$ cat src/rtl/req_ack_target.sv
// Single-cycle req/ack bus responder: captures one request at a time, acks after a
// fixed minimum latency, and queues captured words in a FWFT FIFO drained via valid/ready.
module req_ack_target #(
    parameter int unsigned DATA_W    = 32,
    parameter int unsigned DEPTH     = 4,
    parameter int unsigned ACK_DELAY = 2
) (
    input  logic                         clk,
    input  logic                         reset_l,
    input  logic                         bus_req,
    input  logic [DATA_W-1:0]            bus_data,
    output logic                         bus_ack,
    output logic                         out_valid,
    output logic [DATA_W-1:0]            out_data,
    input  logic                         out_ready,
    output logic [$clog2(DEPTH+1)-1:0]   count,
    output logic                         protocol_err
);

    localparam int unsigned OCC_W = $clog2(DEPTH + 1);
    localparam int unsigned PTR_W = $clog2(DEPTH);
    localparam int unsigned CNT_W = $clog2(ACK_DELAY);

    typedef enum logic [1:0] {
        S_IDLE = 2'd0,
        S_WAIT = 2'd1,
        S_ACK  = 2'd2
    } state_e;

    state_e              state_q, state_d;
    logic [CNT_W-1:0]    cnt_q, cnt_d;
    logic [DATA_W-1:0]   hold_q, hold_d;
    logic                ack_q;
    logic                err_q, err_d;

    logic [DATA_W-1:0]   mem_q [DEPTH];
    logic [PTR_W-1:0]    wr_ptr_q, rd_ptr_q;
    logic [OCC_W-1:0]    count_q, count_d;
    logic                valid_q;

    logic                push;
    logic                pop;
    logic                space;

    assign pop   = valid_q && out_ready;
    assign push  = (state_q == S_ACK);
    // A pop in the same cycle frees a slot, so a full FIFO can still accept the ack.
    assign space = (count_q < OCC_W'(DEPTH)) || pop;

    // Next-state logic for the request/ack handshake.
    always_comb begin
        state_d = state_q;
        cnt_d   = cnt_q;
        hold_d  = hold_q;
        err_d   = err_q;
        case (state_q)
            S_IDLE: begin
                if (bus_req) begin
                    hold_d  = bus_data;
                    cnt_d   = CNT_W'(ACK_DELAY - 2);
                    state_d = S_WAIT;
                end
            end
            S_WAIT: begin
                if (cnt_q != '0) begin
                    cnt_d = cnt_q - CNT_W'(1);
                end else if (space) begin
                    state_d = S_ACK;
                end
            end
            S_ACK: begin
                state_d = S_IDLE;
            end
            default: begin
                state_d = S_IDLE;
            end
        endcase
        if (bus_req && (state_q != S_IDLE)) begin
            err_d = 1'b1;
        end
    end

    always_ff @(posedge clk or negedge reset_l) begin
        if (!reset_l) begin
            state_q <= S_IDLE;
            cnt_q   <= '0;
            hold_q  <= '0;
            ack_q   <= 1'b0;
            err_q   <= 1'b0;
        end else begin
            state_q <= state_d;
            cnt_q   <= cnt_d;
            hold_q  <= hold_d;
            ack_q   <= (state_d == S_ACK);
            err_q   <= err_d;
        end
    end

    // FIFO occupancy update.
    always_comb begin
        count_d = count_q;
        case ({push, pop})
            2'b10:   count_d = count_q + OCC_W'(1);
            2'b01:   count_d = count_q - OCC_W'(1);
            default: count_d = count_q;
        endcase
    end

    always_ff @(posedge clk or negedge reset_l) begin
        if (!reset_l) begin
            wr_ptr_q <= '0;
            rd_ptr_q <= '0;
            count_q  <= '0;
            valid_q  <= 1'b0;
        end else begin
            if (push) begin
                wr_ptr_q <= wr_ptr_q + PTR_W'(1);
            end
            if (pop) begin
                rd_ptr_q <= rd_ptr_q + PTR_W'(1);
            end
            count_q <= count_d;
            valid_q <= (count_d != '0);
        end
    end

    always_ff @(posedge clk) begin
        if (push) begin
            mem_q[wr_ptr_q] <= hold_q;
        end
    end

    assign bus_ack      = ack_q;
    assign out_valid    = valid_q;
    assign out_data     = mem_q[rd_ptr_q];
    assign count        = count_q;
    assign protocol_err = err_q;

endmodule

$ cat config.mk
export PLATFORM = sky130hd
export DESIGN_NAME = req_ack_target
export DESIGN_NICKNAME = d
export VERILOG_FILES = /design/src/rtl/req_ack_target.sv
export SDC_FILE = /design/constraint.sdc
export NUM_CORES = 1
export LEC_CHECK = 0
export CAP_MARGIN = 5
export CORE_MARGIN = 3
export CORE_UTILIZATION = 50
export DETAILED_ROUTE_END_ITERATION = 6
export PLACE_DENSITY = 0.72
export SYNTH_ARGS = -nofsm -noshare
export SYNTH_HDL_FRONTEND = slang
export SYNTH_SLANG_ARGS = --single-unit
$ cat constraint.sdc
create_clock -name clk -period 2.4 [get_ports clk]
set_input_delay 0.48 -clock clk [delete_from_list [all_inputs] [get_ports clk]]
set_output_delay 0.48 -clock clk [all_outputs]
set_load 0.01 [all_outputs]
==> results of run 1 <==
-- cell usage in the layout (no fill, tap or decap), drive strengths merged --
cell	n
edfxtp	128
dfrtp	44
clkdlybuf4s50	40
mux2	33
buf	33
mux4	32
clkbuf	22
clkdlybuf4s15	19
inv	8
clkinv	6
ha	5
xnor2	4
and2	4
nand2	3
bufinv	3
a21oi	2
o21ai	2
dlygate4sd2	2
dlymetal6s2s	2
mux2i	1
nor3b	1
a41o	1
nor2	1
xor2	1
or3	1
nand4bb	1
nand2b	1
nand3	1
fa	1
bufbuf	1
dlygate4sd3	1
-- worst max path at each step --
stage	slack [ns]	to	start
after detailed placement	-0.0008	out_valid$_DFF_PN0_	out_ready
after floorplan	0.44	mem_q[0][0]$_DFFE_PP_	state_q[1]$_DFF_PN0_
after global placement	0.11	out_valid$_DFF_PN0_	out_ready
after global routing	-0.005	out_data[24]	rd_ptr_q[0]$_DFFE_PN0P_
final	0.07	out_data[24]	rd_ptr_q[0]$_DFFE_PN0P_
after CTS	-0.12	out_data[7]	rd_ptr_q[0]$_DFFE_PN0P_
-- registers in the layout (all words and copies together) (netlist names) --
| register | count |
|---|---|
| protocol_err | 1 |
| rd_ptr_q | 2 |
| count | 3 |
| mem_q | 128 |
| bus_ack | 1 |
| hold_q | 32 |
| wr_ptr_q | 2 |
| out_valid | 1 |
| state_q | 2 |
-- through the flow --
step                hold WS, ns  cells  setup TNS [ns]  utilization, %  worst slack [ns]
floorplan                0.1844    286               0               -            0.4370
global placement         0.4029    535               0           60.82            0.1105
detailed placement       0.4096    535      -0.0007847           60.82        -0.0007847
CTS                      0.4819    570         -0.2232           65.64           -0.1190
global route             0.5022    572       -0.004889           66.00         -0.004889
finish                   0.4773    572               0           66.00           0.06946
-- timing repair --
action | CTS | global route
gates cloned | 1 | 0
gates resized for setup | 65 | 18
hold endpoints to repair | 10 | 0
hold buffers | 1 | 0
setup buffers | 2 | 2
endpoints found under the setup margin | 32 | 17
-- area by class of cell --
type                       count  area [µm²]  share of cell area, %
multi-input combinational     95        1351                  16.70
sequential                   172        4947                  61.13
clock buffer                  22       464.2                  5.736
tap                          168       210.2                  2.597
clock inverter                 9       121.4                  1.500
timing repair buffer          98       968.4                  11.97
inverter                       8       30.03                 0.3711
-- synth_stat cells (2+ instances only) --
| library cell | n |
|---|---|
| edfxtp_1 | 128 |
| buf_6 | 6 |
| a21oi_1 | 2 |
| ha_1 | 5 |
| buf_2 | 4 |
| inv_1 | 8 |
| xnor2_1 | 4 |
| dfrtp_1 | 44 |
| o21ai_0 | 2 |
| mux2_1 | 2 |
| nand2_1 | 3 |
| mux2_2 | 31 |
| and2_1 | 4 |
| mux4_2 | 32 |
-- layer usage --
metal,vias up,GRT usage (%),routed length (µm)
li1,1352,-,-
met1,1590,22.71,4838
met2,87,27.45,5650
met3,20,6.410,639
met4,0,7.458,232
met5,-,0,0
-- kinds of logic after synthesis --
family,Yosys count,share of synthesized area [%]
AO/OA/AOI/OAI,5,0.4683
XOR/XNOR,5,0.6829
adder cells (fa/ha/maj),6,1.288
buffers and inverters,19,1.893
flip-flops,172,77.11
multiplexers,66,17.19
AND/OR/NAND/NOR,13,1.366
-- power by group --
part	internal, mW	leakage [nW]	switching (mW)
Sequential	4.24	1.67	0.468
Clock	1.68	0.289	1.03
Combinational	1.74	0.964	1.35
Total	7.66	2.92	2.84
==> summary.md, run 1 <==
| Metric | Value |
|---|---|
| Die Ht | `119.2 µm` |
| Port Buf Inserts | `73` |
| Vias in the first global route | `3311` |
| Distinct cells, synth | `25` |
| GR Overflow Total | `0` |
| Status | `complete, no violations` |
| Pins Over Slew Limit | `0` |
| Hold crit path type | `reg2reg` |
| DRT iter0 DRCs | `187` |
| Leading post-synthesis cells by cell area | `edfxtp_1 (60%), dfrtp_1 (17%), mux4_2 (11%), mux2_2 (5.4%), buf_6 (1.1%)` |
| Initial antenna violation count | `0` |
| Final min period | `2.331 ns` |
| Tcrit/Tclk final | `97.11%` |
| Post-synthesis cell area | `0.006412 mm²` |
| Layout cells sized above 1 | `32.18%` |
| Post-DP HPWL | `6.870 mm` |
| Worst-case clock buffer depth | `2` |
| Routability Congestion | `0.7187` |
| Ant diodes | `0` |
| WL final | `11.36 mm` |
| Buf/Inv on CP | `3` |
| H-tree lvl count | `4` |
| Largest area contributor in the netlist | `edfxtp_1` |
| R2r endpoint | `out_valid$_DFF_PN0_` |
| Cell area after layout | `0.008093 mm²` |
| Fin nets | `434` |
| Worst slew margin | `75.98%` |
| Primary FF master, synth | `edfxtp_1` |
| Fmax | `429.1 MHz` |
| Reg2reg setup slack | `0.34 ns` |
| Largest net degree at the start of global routing | `28` |
| CTS tree | `yes` |
| Crit path cell chain | `buf_4, buf_12, mux4_2, clkdlybuf4s15_1` |
| Hold path depth | `1` |
| Clk_skew | `0.008484 ns` |
| CP Launch Type | `flip-flop` |
| Final Hold Vio Count | `0` |
| WHS Endpoint | `protocol_err$_DFFE_PN0P_` |
| Max Cap Viol | `0` |
| Kind of cell adding the most delay to the critical path | `multiplexers` |
| DRC violations left | `0` |
| Clk slew on worst S/H paths | `0.06 ns` |
| Crit. End Element | `output pin` |
| Area share of the largest cell type after synthesis | `59.94%` |
| Slowest cell on the critical path | `mux4_2` |
| Leakage | `2.922 nW` |
| PD cells | `1298 mW/mm²` |
| Seq cells post-synth | `172` |
| Mean number of vias per cell | `5.330` |
| Post-synthesis net count | `328` |
| Crit-path max cell delay | `0.53 ns` |
| Post-synth EDFFs | `128` |
| Placement Cell Area | `0.007457 mm²` |
| Syn-to-layout area delta | `26.20%` |
| Worst reg2reg startpoint | `state_q[1]$_DFF_PN0_` |
| Vias | `3049` |
| R2R depth | `10` |
| Ports | `74` |
| Worst-Skew Late Latency | `0.42 ns` |
| CP Max Fanout | `9` |
| Wirelength per Cell | `19.86 µm` |
| Final setup vio count | `0` |
| Gate Count Post-Synth | `286` |
| CP arrival | `1.85 ns` |
| Hold_sp | `protocol_err$_DFFE_PN0P_` |
| Slew @ Worst Pin | `0.3603 ns` |
| CTS Sinks | `172` |
| Row count | `40` |
| Async S/R FF share, synth | `25.58%` |
| Clk root buf | `clkbuf_16` |
| Critical path depth | `4` |
| Ys Warns | `0` |
| First-pass GRT wire length | `18.42 mm` |
| Filler instances | `813` |
| Core footprint | `0.01226 mm²` |
| Critical path class | `reg2out` |
| Drt pass-1 iters | `4` |
| Starting Density | `52.30%` |
| RSZ-0062 raised after global routing | `yes` |
| Syn_area_per_cell | `22.42 µm²` |
| Die Area | `0.01422 mm²` |
| Sequential share of the synthesized area | `77.11%` |
| Die extent in x | `119.2 µm` |
| WP data required | `1.92 ns` |
| Final ANT Viol Nets | `0` |
| VDD IR max | `0.0006972 V` |
| TritonCTS buffer count | `17` |
| Pwr Total | `10.50 mW` |
| All-layer global routing usage | `17.67%` |
(Power assumes the default switching activity.)
==> run 2: changes to the inputs <==
- CAP_MARGIN: 5 -> 10
- CORE_UTILIZATION: 50 -> 40
- PLACE_DENSITY: 0.72 -> default
==> summary.md, run 2 (same netlist as run 1, synthesis figures left out) <==
| Metric | Value |
|---|---|
| Vias | `3002 (was 3049)` |
| Pins Over Slew Limit | `0 (unchanged)` |
| Critical path class | `reg2out (unchanged)` |
| Crit path cell chain | `buf_4, buf_12, mux4_2, clkdlybuf4s15_1 (unchanged)` |
| Mean number of vias per cell | `4.850 (was 5.330)` |
| Dpl cells | `580 (was 535)` |
| H-tree lvl count | `4 (unchanged)` |
| WP data required | `1.92 ns (about the same)` |
| Filler instances | `1245 (was 813)` |
| Slowest cell on the critical path | `mux4_2 (unchanged)` |
| Post-DP HPWL | `7.458 mm (was 6.870 mm)` |
| Crit-path max cell delay | `0.51 ns (was 0.53 ns)` |
| Leakage | `2.916 nW (was 2.922 nW)` |
| Row count | `45 (was 40)` |
| Syn-to-layout area delta | `26.52% (was 26.20%)` |
| Worst-case clock buffer depth | `2 (unchanged)` |
| DRC violations left | `0 (unchanged)` |
| WL final | `11.66 mm (was 11.36 mm)` |
| Port Buf Inserts | `73 (unchanged)` |
| Pre-CTS setup slack | `0.05766 ns (was -0.0007847 ns)` |
| Clk slew on worst S/H paths | `0.06 ns (about the same)` |
| Final min period | `2.337 ns (was 2.331 ns)` |
| Initial antenna violation count | `1 (was 0)` |
| VDD IR max | `0.0007451 V (was 0.0006972 V)` |
| First-pass GRT wire length | `18.84 mm (was 18.42 mm)` |
| CTS tree | `yes (unchanged)` |
| Kind of cell adding the most delay to the critical path | `buffers and inverters (was multiplexers)` |
| Largest net degree at the start of global routing | `20 (was 28)` |
| Status | `complete, no violations (unchanged)` |
| Non-filler cells, final | `619 (was 572)` |
| Fin nets | `437 (was 434)` |
| Commonest non-fill, non-tap cell in the layout | `edfxtp_1 (unchanged)` |
| RSZ-0062 raised after global routing | `yes (unchanged)` |
| CP Launch Type | `flip-flop (unchanged)` |
| Die Area | `0.01759 mm² (was 0.01422 mm²)` |
| Most frequent cells in the layout | `edfxtp_1 (128), dfrtp_1 (42), clkdlybuf4s50_1 (40), mux4_2 (32), mux2_2 (31) (unchanged)` |
| Final setup vio count | `0 (unchanged)` |
| GR Overflow Total | `0 (unchanged)` |
| Max Cap Viol | `0 (unchanged)` |
| Buf/Inv on CP | `3 (unchanged)` |
| PD cells | `1283 mW/mm² (was 1298 mW/mm²)` |
| Starting Density | `41.57% (was 52.30%)` |
| Most flop-heavy register | `mem_q (unchanged)` |
| Final ANT Viol Nets | `0 (unchanged)` |
| Worst slew margin | `70.68% (was 75.98%)` |
| Tcrit/Tclk final | `97.39% (was 97.11%)` |
| Drt pass-1 iters | `4 (unchanged)` |
| Max FFs per register | `128 (unchanged)` |
| Layout cells sized above 1 | `35.29% (was 32.18%)` |
| Ports | `74 (unchanged)` |
| Vias in the first global route | `3322 (was 3311)` |
| Routability Congestion | `0.7331 (was 0.7187)` |
| Clk_skew | `0.007047 ns (was 0.008484 ns)` |
| Ant diodes | `0 (unchanged)` |
| Wirelength per Cell | `18.84 µm (was 19.86 µm)` |
| Final setup TNS | `0 ns (unchanged)` |
| Crit. End Element | `output pin (unchanged)` |
| End-of-flow core utilization | `52.59% (was 66.00%)` |
| Setup ws final | `0.06264 ns (was 0.06946 ns)` |
| CP Max Fanout | `8 (was 9)` |
| Hold crit path type | `reg2reg (unchanged)` |
| Die extent in x | `132.6 µm (was 119.2 µm)` |
| CP arrival | `1.86 ns (was 1.85 ns)` |
| Die Ht | `132.6 µm (was 119.2 µm)` |
| All-layer global routing usage | `14.48% (was 17.67%)` |
| DRT iter0 DRCs | `182 (was 187)` |
| Pwr Total | `10.41 mW (was 10.50 mW)` |
| TritonCTS buffer count | `17 (unchanged)` |
| Worst-Skew Late Latency | `0.41 ns (was 0.42 ns)` |
| Slew @ Worst Pin | `0.4398 ns (was 0.3603 ns)` |
| Final Hold Vio Count | `0 (unchanged)` |
| CTS Sinks | `172 (unchanged)` |
| Clk root buf | `clkbuf_16 (unchanged)` |
| Fmax | `427.8 MHz (was 429.1 MHz)` |
| Core footprint | `0.01543 mm² (was 0.01226 mm²)` |
[run 2: changes by cell type in the layout (fill, tap and decap cells not counted), moves of 2 or more]
cell,delta
clkbuf_2,+10
clkinv_1,-2
dlygate4sd2_1,+8
clkdlybuf4s15_1,-17
buf_6,+4
dlymetal6s2s_1,-2
clkbuf_1,+3
buf_12,+3
[run 2: worst reg2reg max path, delay by kind of cell (launching register included)]
kind          cells  cell delay [ns]
xor+xnor          1             0.16
fa+ha+maj         2             0.54
buf+inv           4             0.38
flops             1             0.42
simple gates      3             0.48
[run 2: metal layers]
layer	vias to the layer above	share of wire (%)	global-route usage, %
met1	1559	43	18.25
met5	-	0.094	0
met2	70	51	23.82
met4	2	0.76	5.196
met3	9	4.8	4.525
li1	1362	-	-
[run 2: cell type report]
type	instances	area, µm²	area share, %
well taps	211	264.0	3.254
inverters	8	30.03	0.3701
flip-flops and latches	172	4947	60.98
clock buffers	25	486.7	5.999
repair buffers	101	945.9	11.66
multi-input cells	95	1351	16.66
clock inverters	7	87.58	1.080
[run 2: worst paths after layout]
path                                       endpoint  slack, ns  depth (start not counted)                startpoint
setup / recovery                       out_data[31]       0.06                          4   rd_ptr_q[0]$_DFFE_PN0P_
hold reg to reg            protocol_err$_DFFE_PN0P_       0.48                          1  protocol_err$_DFFE_PN0P_
setup reg to reg                out_valid$_DFF_PN0_       0.35                         10      state_q[1]$_DFF_PN0_
max in group asynchronous    hold_q[31]$_DFFE_PN0P_       1.21                          3                   reset_l
hold / removal             protocol_err$_DFFE_PN0P_       0.48                          1  protocol_err$_DFFE_PN0P_
min in group asynchronous       out_valid$_DFF_PN0_       0.54                          2                   reset_l
[run 2: metrics by stage]
step / hold WS [ns] / area, µm²
final: 0.4751 / 8113
after global routing: 0.5197 / 8113
after CTS: 0.4779 / 8150
after detailed placement: 0.4529 / 7551
after global placement: 0.4529 / 7551
after floorplan: 0.1844 / 6412
[run 2: timing repair]
| action | CTS | global route |
|---|---|---|
| hold buffers | 1 | 0 |
| gates cloned | 1 | 0 |
| buffers inserted | 4 | 2 |
| setup endpoints to repair | 32 | 20 |
| gates resized for setup | 65 | 24 |
| endpoints found under the hold margin | 6 | 0 |
[run 2: power by group]
part | internal, mW | switching, mW
combinational | 1.69 | 1.35
clock | 1.62 | 1.03
sequential | 4.24 | 0.488
total | 7.55 | 2.86
